[config.mk]
export PLATFORM = sky130hd
export DESIGN_NAME = pipe_stage_hs
export DESIGN_NICKNAME = d
export VERILOG_FILES = /design/src/rtl/pipe_stage_hs.sv
export SDC_FILE = /design/constraint.sdc
export NUM_CORES = 1
export LEC_CHECK = 0
export ABC_AREA = 1
export CORE_AREA = 2 2 216 218
export CTS_CLUSTER_DIAMETER = 100
export DETAILED_ROUTE_END_ITERATION = 10
export DIE_AREA = 0 0 218 220
export HOLD_SLACK_MARGIN = 0.03
export PLACE_DENSITY = 0.67
export SYNTH_ARGS = -nofsm -noshare
export SYNTH_HDL_FRONTEND = slang
export SYNTH_SLANG_ARGS = --single-unit
[constraint.sdc]
create_clock -name i_clk -period 1.5 [get_ports i_clk]
set_input_delay 0.15 -clock i_clk [delete_from_list [all_inputs] [get_ports i_clk]]
set_output_delay 0.15 -clock i_clk [all_outputs]
set_load 0.005 [all_outputs]
[src/rtl/pipe_stage_hs.sv]
// pipe_stage_hs: valid/ready pipeline stage with a control field, a data
// payload and a one-entry skid buffer so back-pressure never needs a
// combinational ready path. A flush turns the stage into a bubble with all
// control bits cleared.
// Optional statistics counters are enabled by defining PIPE_STAGE_STATS_EN.
module pipe_stage_hs #(
    parameter int CTRL_WIDTH = 10,
    parameter int DATA_WIDTH = 175,
    parameter int CNT_WIDTH  = 16
) (
    input  logic                  i_clk,
    input  logic                  i_rst_n,
    input  logic                  i_valid,
    output logic                  o_ready,
    input  logic [CTRL_WIDTH-1:0] i_ctrl,
    input  logic [DATA_WIDTH-1:0] i_data,
    input  logic                  i_flush,
    output logic                  o_valid,
    input  logic                  i_ready,
    output logic [CTRL_WIDTH-1:0] o_ctrl,
    output logic [DATA_WIDTH-1:0] o_data,
    output logic [CNT_WIDTH-1:0]  o_bubble_cnt,
    output logic [CNT_WIDTH-1:0]  o_stall_cnt
);

    typedef enum logic [1:0] {
        EMPTY = 2'd0,
        BUSY  = 2'd1,
        FULL  = 2'd2
    } state_e;

    state_e                state_q;
    logic                  valid_q;
    logic                  ready_q;
    logic [CTRL_WIDTH-1:0] main_ctrl_q;
    logic [DATA_WIDTH-1:0] main_data_q;
    logic [CTRL_WIDTH-1:0] skid_ctrl_q;
    logic [DATA_WIDTH-1:0] skid_data_q;

    logic in_fire;
    logic out_fire;

    assign in_fire  = i_valid & ready_q;
    assign out_fire = valid_q & i_ready;

    assign o_valid = valid_q;
    assign o_ready = ready_q;
    assign o_ctrl  = main_ctrl_q;
    assign o_data  = main_data_q;

    // Handshake FSM; main control is cleared whenever the stage goes empty so
    // a bubble never carries live control bits.
    always_ff @(posedge i_clk or negedge i_rst_n) begin
        if (!i_rst_n) begin
            state_q     <= EMPTY;
            valid_q     <= 1'b0;
            ready_q     <= 1'b1;
            main_ctrl_q <= '0;
            main_data_q <= '0;
            skid_ctrl_q <= '0;
            skid_data_q <= '0;
        end else if (i_flush) begin
            state_q     <= EMPTY;
            valid_q     <= 1'b0;
            ready_q     <= 1'b1;
            main_ctrl_q <= '0;
            skid_ctrl_q <= '0;
            skid_data_q <= '0;
        end else begin
            case (state_q)
                EMPTY: begin
                    if (in_fire) begin
                        state_q     <= BUSY;
                        valid_q     <= 1'b1;
                        main_ctrl_q <= i_ctrl;
                        main_data_q <= i_data;
                    end
                end
                BUSY: begin
                    if (in_fire && out_fire) begin
                        main_ctrl_q <= i_ctrl;
                        main_data_q <= i_data;
                    end else if (in_fire) begin
                        state_q     <= FULL;
                        ready_q     <= 1'b0;
                        skid_ctrl_q <= i_ctrl;
                        skid_data_q <= i_data;
                    end else if (out_fire) begin
                        state_q     <= EMPTY;
                        valid_q     <= 1'b0;
                        main_ctrl_q <= '0;
                    end
                end
                FULL: begin
                    if (out_fire) begin
                        state_q     <= BUSY;
                        ready_q     <= 1'b1;
                        main_ctrl_q <= skid_ctrl_q;
                        main_data_q <= skid_data_q;
                    end
                end
                default: begin
                    state_q     <= EMPTY;
                    valid_q     <= 1'b0;
                    ready_q     <= 1'b1;
                    main_ctrl_q <= '0;
                end
            endcase
        end
    end

`ifdef PIPE_STAGE_STATS_EN
    logic [CNT_WIDTH-1:0] bubble_cnt_q;
    logic [CNT_WIDTH-1:0] bubble_cnt_d;
    logic [CNT_WIDTH-1:0] stall_cnt_q;
    logic [CNT_WIDTH-1:0] stall_cnt_d;

    // Saturating next values for the bubble and stall counters.
    always_comb begin
        bubble_cnt_d = bubble_cnt_q;
        stall_cnt_d  = stall_cnt_q;
        if (!valid_q && (bubble_cnt_q != '1)) begin
            bubble_cnt_d = bubble_cnt_q + CNT_WIDTH'(1);
        end
        if (valid_q && !i_ready && (stall_cnt_q != '1)) begin
            stall_cnt_d = stall_cnt_q + CNT_WIDTH'(1);
        end
    end

    // Counter registers; cleared only by reset.
    always_ff @(posedge i_clk or negedge i_rst_n) begin
        if (!i_rst_n) begin
            bubble_cnt_q <= '0;
            stall_cnt_q  <= '0;
        end else begin
            bubble_cnt_q <= bubble_cnt_d;
            stall_cnt_q  <= stall_cnt_d;
        end
    end

    assign o_bubble_cnt = bubble_cnt_q;
    assign o_stall_cnt  = stall_cnt_q;
`else
    assign o_bubble_cnt = '0;
    assign o_stall_cnt  = '0;
`endif

endmodule

==> flow_metrics.env, run 1 <==
export IMPL_status="finished with violations"
export IMPL_violations="setup timing"
export IMPL_route_detailed_wl_per_inst_um=20.6
export IMPL_cp_arrival_ns=2.17
export IMPL_synth_seq_cells=374
export IMPL_worst_slack_ns=-0.216
export IMPL_fin_util_pct=60.2
export IMPL_dieWidth_um=218
export IMPL_ir_drop_uv=840
export IMPL_grt_pass1_wl_mm=104
export IMPL_core_area_sq_um=45900
export IMPL_max_cap_violations=0
export IMPL_setup_viol=499
export IMPL_crit_path_end_kind="flip-flop"
export IMPL_rows=79
export IMPL_drive_above_1_share_pct=17.7
export IMPL_clk_latency_ns=0.58
export IMPL_gr_usage_met3_pct=5.11
export IMPL_placed_area_sq_um=22800
export IMPL_grt_busiest_layer="met2"
export IMPL_area_delta_synth_final_pct=56.3
export IMPL_rsz0062_at_grt="yes"
export IMPL_gp_congestion=0.856
export IMPL_grt_max_degree=70
export IMPL_drv_slew=0
export IMPL_syn_inst=2310
export IMPL_vias=18918
export IMPL_final_common_cell="nand2_1"
export IMPL_cts_sinks=374
export IMPL_min_path_type="input pin to async pin"
export IMPL_final_cell_mix="1,158 x nand2_1, 371 x dfrtp_1, 315 x clkdlybuf4s50_1"
export IMPL_antenna_found_initial=9
export IMPL_dieHeight_um=220
export IMPL_dp_hpwl_mm=38.4
export IMPL_die_area_sq_um=48000
export IMPL_io_pins=409
export IMPL_clk_transition_reported_paths_ns=0.06
export IMPL_cts_inserted_buffers=43
export IMPL_use_met2_pct=45.8
export IMPL_critPathMaxFanout=11
export IMPL_cp_data_required_time_ns=1.96
export IMPL_portBuffers=376
export IMPL_hold_viol_final=0
export IMPL_max_freq_ghz=0.583
export IMPL_final_antenna_net_count=0
export IMPL_drt_total_wl_mm=71.1
export IMPL_track_usage_pct=27.9
export IMPL_leakage_nw=14.6
export IMPL_syn_area_per_cell_sq_um=7.65
export IMPL_drc=0
export IMPL_grt_pass1_vias=18173
export IMPL_ys_types=20
export IMPL_htreeDepth=2
export IMPL_power_density_nw_per_um2=1470
export IMPL_post_route_period_util_pct=114
export IMPL_clockRootBuffer="clkbuf_16"
export IMPL_period_needed_ns=1.72
export IMPL_critPathKind="flip-flop to flip-flop"
export IMPL_globalRouteOverflowTotal=0
export IMPL_cts_tree="done"
export IMPL_yosysWarnings=0
export IMPL_skew_ns=0.0233
export IMPL_syn_cell_area_sq_um=17700
export IMPL_dr_pass1_iters=6
export IMPL_post_route_cell_area_sq_um=27600
export IMPL_grt_met1_usage_pct=35.7
export IMPL_yosysSeqAreaShare_pct=52.9
export IMPL_initial_utilization_pct=38.5
export IMPL_cts_path_max_buffers=3
export IMPL_start_kind="flip-flop"
export IMPL_pre_cts_ws_ns=-0.337
export IMPL_drt_initial_drc_count=1770
export IMPL_nets=2996
export IMPL_vias_per_cell=5.48
==> worst max-delay path, stage by stage (launching register included) <==
cell and delay [ns]:
dfrtp_2 0.46, nor2_4 0.19, nor2_4 0.06, nor2_4 0.16, nand3_4 0.14, buf_12 0.19, buf_6 0.13, buf_16 0.14
nand2_1 0.06, nand2_1 0.05
==> stage by stage <==
step	TNS [ns]	instances	total power, W	hold slack (ns)
floorplan	-0.294	2341	0.0192	-0.146
global placement	-90.93	3233	0.0275	0.0677
detailed placement	-100.66	3233	0.0277	0.0742
CTS	-53.40	3398	0.0397	0.0644
global route	-92.17	3449	0.0426	0.0864
finish	-57.80	3450	0.0406	0.0756
==> metal layers <==
layer  wire [um]  vias up
met3        6070      241
met1       27500     9123
met5          67        -
li1            -     8391
met2       34000     1153
met4        3410       10
==> area by class of cell <==
class	instances	area (sq um)
Inverter	7	70.1
Antenna cell	5	12.5
Fill cell	3782	18200
Tap cell	607	759
Timing Repair inverter	1	16.3
Clock buffer	65	1290
Clock inverter	12	103
Multi-Input combinational cell	1749	8000
Timing Repair Buffer	630	8010
Sequential cell	374	9360
==> cell usage after synthesis <==
cell         n  share of area [%]
conb_1       1              0.021
o21ai_0      2              0.057
dfrtp_1    373                 53
inv_1        1              0.021
nand3_1    212                6.0
o211ai_1     1              0.042
buf_4       48                2.0
buf_1       12               0.25
dfstp_2      1               0.15
nand2_1   1309                 28
nor2_1       6               0.13
nand4_1    178                6.3
nor2_4       1              0.064
nand3_2      2               0.11
buf_2       95                2.7
o21ai_2      1              0.050
inv_2        6               0.13
and2_1       1              0.035
clkbuf_1    57                1.2
nor2_2       3               0.11
==> final timing paths <==
path | from | end | slack (ns) | depth (start not counted)
worst min register to register | o_data[1] | o_data[1] | 0.47 | 2
worst max register to register | state_q[1] | o_data[36] | -0.22 | 9
worst min-delay path | i_rst_n | skid_data_q[151] | 0.08 | 2
max in group asynchronous | i_rst_n | o_ready | 0.69 | 3
min in group i_clk | i_data[96] | skid_data_q[96] | 0.15 | 3
worst max-delay path | state_q[1] | o_data[36] | -0.22 | 9
==> where the power goes <==
part	switching (W)	internal, W	total (W)
clock	0.00440	0.00611	0.0105
sequential	0.00201	0.0129	0.0149
combinational	0.00697	0.00821	0.0152
total	0.0134	0.0272	0.0406
==> sequential cells by signal, indices dropped and copies added (netlist names) <==
| signal | flops |
|---|---|
| skid_ctrl_q | 10 |
| state_q | 2 |
| skid_data_q | 175 |
| o_ready | 1 |
| o_ctrl | 10 |
| o_data | 175 |
| o_valid | 1 |
==> logic make-up after synthesis <==
logic type	synth area share, %
AND/OR/NAND/NOR	40.5
flip-flops	52.9
buffers and inverters	6.34
AO/OA/AOI/OAI	0.149
other	0.0212
==> repair_timing <==
item / CTS / global route
hold buffers: 1 / 0
gates resized for setup: 210 / 193
setup buffers: 42 / 31
cloned: 46 / 21
endpoints found under the hold margin: 373 / 0
pin swaps: 30 / 69
setup endpoints to repair: 555 / 503
Power figures use the tool's default switching activity.
==> run 2: changes to the inputs <==
REMOVE_ABC_BUFFERS = 1   (was not set)
==> run 2 against run 1 <==
The flow still finishes with violations (setup timing). Sequential power is essentially flat. Worst setup slack lost 0.0054 ns. Highest routed layer unchanged. Fmax shrank 0.32%. Die area is the same. Wire length shrank 5.2%. Clock power is essentially flat. Sequential share of layout area grew 1.1 points. First-iteration DRC count grew 0.56%. Flip-flop and latch count is the same. Global-route usage shrank 3.1 points.
==> flow_metrics.env, run 2 (synthesized netlist as in run 1, its figures left out) <==
export IMPL_dieHeight_um=220
export IMPL_initial_utilization_pct=38.5
export IMPL_period_needed_ns=1.72
export IMPL_final_common_cell="nand2_1"
export IMPL_grt_pass1_wl_mm=94.3
export IMPL_max_cap_violations=0
export IMPL_min_to="skid_data_q[152]"
export IMPL_worst_slack_ns=-0.221
export IMPL_worst_r2r_endpoint="o_data[124]"
export IMPL_rrSetupSlack_ns=-0.22
export IMPL_r2r_start="o_ready"
export IMPL_hold_viol_final=0
export IMPL_dp_hpwl_mm=38.6
export IMPL_slowest_delay_ns=0.55
export IMPL_nets=2964
export IMPL_dr_pass1_iters=7
export IMPL_crit_chain="nand2_4 -> o21ai_4 -> buf_12 -> nand3_4 -> buf_12 -> buf_16 -> nand2_1 -> nand2_1"
export IMPL_num_fill_cells=3914
export IMPL_drt_initial_drc_count=1780
export IMPL_skew_ns=0.0226
export IMPL_p_seq_share_pct=37.3
export IMPL_portBuffers=376
export IMPL_drt_total_wl_mm=67.3
export IMPL_antenna_found_initial=6
export IMPL_min_path_cells=3
export IMPL_clk_transition_reported_paths_ns=0.06
export IMPL_setup_worst_path_start="o_ready"
export IMPL_cts_inserted_buffers=44
export IMPL_start_kind="flip-flop"
export IMPL_crit_path_top_delay_cell="dfstp_2"
export IMPL_status="finished with violations"
export IMPL_cts_sinks=374
export IMPL_grt_max_degree=75
export IMPL_area_delta_synth_final_pct=51.3
export IMPL_leakage_nw=14.1
export IMPL_core_area_sq_um=45900
export IMPL_relSlewSlack_pct=55.7
export IMPL_cp_top_family="flip-flops"
export IMPL_die_area_sq_um=48000
export IMPL_grt_pass1_vias=17231
export IMPL_intPower_w=0.0268
export IMPL_critPathMaxFanout=22
export IMPL_pre_cts_ws_ns=-0.443
export IMPL_fin_util_pct=58.3
export IMPL_drv_slew=0
export IMPL_combPwrFrac_pct=36.3
export IMPL_rows=79
export IMPL_clockRootBuffer="clkbuf_16"
export IMPL_vias=18313
export IMPL_power_switching_w=0.0130
export IMPL_htreeDepth=2
export IMPL_violations="setup timing"
export IMPL_crit_path_end_kind="flip-flop"
export IMPL_drive_above_1_share_pct=15.7
export IMPL_setup_viol=520
export IMPL_dieWidth_um=218
export IMPL_post_route_period_util_pct=115
export IMPL_max_freq_ghz=0.581
export IMPL_power_density_nw_per_um2=1480
export IMPL_cp_arrival_ns=2.18
export IMPL_cts_path_max_buffers=3
export IMPL_final_cell_mix="1,185 x nand2_1, 371 x dfrtp_1, 336 x clkdlybuf4s50_1"
export IMPL_vias_per_cell=5.36
export IMPL_cp_data_required_time_ns=1.96
export IMPL_gp_congestion=0.843
export IMPL_min_path_type="input pin to flip-flop"
export IMPL_globalRouteOverflowTotal=0
export IMPL_route_detailed_wl_per_inst_um=19.7
export IMPL_p_sw_share_pct=32.6
export IMPL_io_pins=409
export IMPL_worstMarginPinSlew_ns=0.662
export IMPL_drc=0
export IMPL_power_frac_clock_pct=26.4
export IMPL_cts_tree="done"
export IMPL_clk_latency_ns=0.58
export IMPL_critPathKind="flip-flop to flip-flop"
export IMPL_reg2reg_depth=8
export IMPL_crit_buf_inv=3
export IMPL_track_usage_pct=24.8
export IMPL_rsz0062_at_grt="yes"
export IMPL_min_from="i_data[152]"
export IMPL_final_antenna_net_count=0
export IMPL_ir_drop_uv=844
run 2: changes by cell type in the layout (fill, tap and decap cells not counted), sizes merged:
| cell | change |
|---|---|
| buf | -44 |
| clkdlybuf4s50 | +21 |
| dlygate4sd2 | -20 |
| clkbuf | +16 |
| bufbuf | -7 |
| inv | +4 |
| clkinv | -3 |
| clkdlybuf4s15 | -2 |
| bufinv | -1 |
| dlygate4sd3 | +1 |
| nor2 | -1 |
run 2: worst max path at each step:
stage	end	slack, ns	cells after the start
2_1_floorplan	o_data[0]	-6.21	5
3_3_place_gp	o_data[165]	-0.41	8
3_5_place_dp	o_data[26]	-0.44	8
4_1_cts	o_data[78]	-0.21	8
5_1_grt	skid_data_q[87]	-0.28	11
6_report	o_data[124]	-0.22	8
run 2: per-stage QoR:
| step | cells | hold WS [ns] | TNS, ns | cell area [sq um] | power (W) |
|---|---|---|---|---|---|
| final | 3414 | 0.137 | -65.98 | 26700 | 0.0397 |
| after global routing | 3414 | 0.142 | -95.85 | 26700 | 0.0417 |
| after CTS | 3351 | 0.113 | -67.57 | 24900 | 0.0386 |
| after detailed placement | 3253 | 0.0145 | -134.34 | 23000 | 0.0277 |
| after global placement | 3253 | 0.00970 | -127.07 | 23000 | 0.0275 |
| after floorplan | 2129 | -0.146 | -2168.37 | 16700 | 0.0188 |
run 2: layout make-up:
class	count	area (sq um)	share of cell area (%)
clock buffers	63	1320	4.95
repair buffers	597	7200	26.9
diodes	5	12.5	0.0468
flip-flops and latches	374	9360	35.0
well taps	607	759	2.84
multi-input cells	1748	7940	29.7
clock inverters	11	71.3	0.267
inverters	7	62.6	0.234
repair inverters	2	20.0	0.0748
run 2: worst min-delay path, delay by kind of cell:
| family | cells | cell delay (ns) |
|---|---|---|
| buffers and inverters | 1 | 0.42 |
| and+or+nand+nor | 2 | 0.11 |
run 2: routing by layer:
layer  GRT usage (%)  part of all wire [%]  up-vias
met3            4.60                   8.0      178
met4            11.3                   4.1        2
met5               0                 0.024        -
li1                -                     -     8301
met1            31.8                    40     8864
met2            40.7                    48      968
run 2: repair_timing:
action / CTS / global route
cloned: 7 / 42
hold buffers: 2 / 0
endpoints found under the hold margin: 373 / 0
setup buffers: 15 / 20
endpoints found under the setup margin: 559 / 523
pin swaps: 17 / 60
resized for setup: 79 / 230
run 2: power groups by stage:
stage | logic (W) | clock network [W] | registers (W)
6_report | 0.0144 | 0.0105 | 0.0148
5_1_grt | 0.0155 | 0.0111 | 0.0151
4_1_cts | 0.0132 | 0.0106 | 0.0148
3_3_place_gp | 0.0126 | 0 | 0.0149
3_5_place_dp | 0.0129 | 0 | 0.0149
2_1_floorplan | 0.00422 | 0 | 0.0146
==> run 3: changes to the inputs <==
CORE_AREA = 2 2 214 216   (was 2 2 216 218)
DIE_AREA = 0 0 216 218   (was 0 0 218 220)
PLACE_DENSITY = 0.68   (was 0.67)
==> run 3 against run 2 <==
First-iteration DRC count down 3.0%. Sequential power about the same. Non-clock buffer count down 2. The flow still finishes with violations (setup timing). Design area down 2.9%. Global-route usage down 0.11 points. Clock-buffer cell count down 3. Core utilization down 0.48 points. Via count down 1.7%. Largest cell class unchanged.
==> flow_metrics.env, run 3 (synthesized netlist as in run 1, its figures left out) <==
export IMPL_violations="setup timing"
export IMPL_drc=0
export IMPL_critPathMaxFanout=23
export IMPL_die_area_sq_um=47100
export IMPL_vias=18005
export IMPL_final_common_cell="nand2_1"
export IMPL_max_cap_violations=0
export IMPL_globalRouteOverflowTotal=0
export IMPL_portBuffers=376
export IMPL_min_path_type="input pin to async pin"
export IMPL_grt_pass1_wl_mm=92.9
export IMPL_cts_path_max_buffers=3
export IMPL_nets=2958
export IMPL_io_pins=409
export IMPL_route_detailed_wl_per_inst_um=18.6
export IMPL_rows=78
export IMPL_clk_transition_reported_paths_ns=0.06
export IMPL_gp_congestion=0.867
export IMPL_critPathKind="flip-flop to flip-flop"
export IMPL_placed_area_sq_um=23100
export IMPL_slowest_delay_ns=0.47
export IMPL_setup_viol=512
export IMPL_dp_cells=3266
export IMPL_final_antenna_net_count=0
export IMPL_crit_chain="nor2_4 -> nor2_2 -> nor2_4 -> nand3_4 -> buf_8 -> clkbuf_16 -> nand2_1 -> nand2_1"
export IMPL_leakage_nw=13.7
export IMPL_rsz0062_at_grt="yes"
export IMPL_drv_slew=0
export IMPL_drive_above_1_share_pct=12.9
export IMPL_track_usage_pct=24.7
export IMPL_post_route_period_util_pct=111
export IMPL_dr_pass1_iters=6
export IMPL_crit_path_end_kind="flip-flop"
export IMPL_post_route_cell_area_sq_um=26000
export IMPL_cts_sinks=374
export IMPL_start_kind="flip-flop"
export IMPL_cp_arrival_ns=2.12
export IMPL_cts_inserted_buffers=41
export IMPL_ir_drop_uv=764
export IMPL_status="finished with violations"
export IMPL_cts_tree="done"
export IMPL_dieWidth_um=216
export IMPL_drt_total_wl_mm=63.3
export IMPL_clk_latency_ns=0.57
export IMPL_htreeDepth=2
export IMPL_crit_path_top_delay_cell="dfrtp_2"
export IMPL_diodes=0
export IMPL_cp_data_required_time_ns=1.95
export IMPL_vias_per_cell=5.30
export IMPL_drt_initial_drc_count=1727
export IMPL_worst_slack_ns=-0.169
export IMPL_core_area_sq_um=44900
export IMPL_max_freq_ghz=0.599
export IMPL_skew_ns=0.0205
export IMPL_power_w=0.0391
export IMPL_clockRootBuffer="clkbuf_16"
export IMPL_period_needed_ns=1.67
export IMPL_power_density_nw_per_um2=1510
export IMPL_grt_max_degree=70
export IMPL_initial_utilization_pct=39.4
export IMPL_hold_viol_final=0
export IMPL_antenna_found_initial=2
export IMPL_instances_no_fill=3395
export IMPL_dieHeight_um=218
export IMPL_dp_hpwl_mm=38.3
export IMPL_final_cell_mix="1,253 x nand2_1, 371 x dfrtp_1, 328 x clkdlybuf4s50_1"
export IMPL_grt_pass1_vias=17162
export IMPL_fin_util_pct=57.8
export IMPL_area_delta_synth_final_pct=46.9
[run 3: what timing repair did]
| action | 4_1_cts | 5_1_grt |
|---|---|---|
| hold endpoints to repair | 373 | 0 |
| buffers inserted | 16 | 14 |
| hold buffers | 1 | 0 |
| setup endpoints to repair | 557 | 525 |
| gates resized for setup | 101 | 86 |
| cloned | 12 | 20 |
| pin swaps | 24 | 19 |
[run 3: layout make-up]
type	count	area, sq um
clock buffers	60	1220
fillers	3899	18900
flip-flops and latches	374	9360
clock inverters	10	131
repair buffers	595	6870
multi-input cells	1748	7570
repair inverters	1	11.3
inverters	7	51.3
well taps	600	751
[run 3: layer usage]
layer	wire length, um	vias to the layer above	part of all wire [%]	GRT usage [%]
met1	26000	8655	41	32.4
met4	2020	4	3.2	9.22
li1	-	8285	-	-
met5	23	-	0.036	0
met3	4980	136	7.9	4.37
met2	30200	925	48	40.9
[run 3: per-stage QoR]
stage | setup TNS [ns] | hold WS, ns | worst slack (ns)
3_3_place_gp | -119.87 | 0.0665 | -0.407
3_5_place_dp | -128.82 | 0.0763 | -0.439
4_1_cts | -57.54 | 0.0794 | -0.175
6_report | -42.20 | 0.0913 | -0.169
2_1_floorplan | -2168.37 | -0.146 | -6.21
5_1_grt | -71.16 | 0.102 | -0.226
[run 3: final timing paths]
kind	from	cells past startpoint	end	slack (ns)
worst max-delay path	state_q[1]	8	o_data[167]	-0.17
worst min-delay path	i_rst_n	2	o_ctrl[7]	0.09
worst max register to register	state_q[1]	8	o_data[167]	-0.17
worst min register to register	o_data[126]	2	o_data[126]	0.48
max in group asynchronous	i_rst_n	3	o_data[155]	0.69
min in group i_clk	i_data[68]	3	skid_data_q[68]	0.15
[run 3: power by group]
part	internal, W	switching, W	total [W]	leakage [nW]
Combinational	0.00757	0.00635	0.0139	8.16
Clock	0.00613	0.00416	0.0103	0.665
Sequential	0.0129	0.00202	0.0149	4.91
Total	0.0266	0.0125	0.0391	13.7
[run 3: worst max-delay path: cells and delay by family, from the launching register on]
| kind | cells | cell delay, ns |
|---|---|---|
| buffers and inverters | 2 | 0.38 |
| DFF | 1 | 0.47 |
| and+or+nand+nor | 6 | 0.72 |
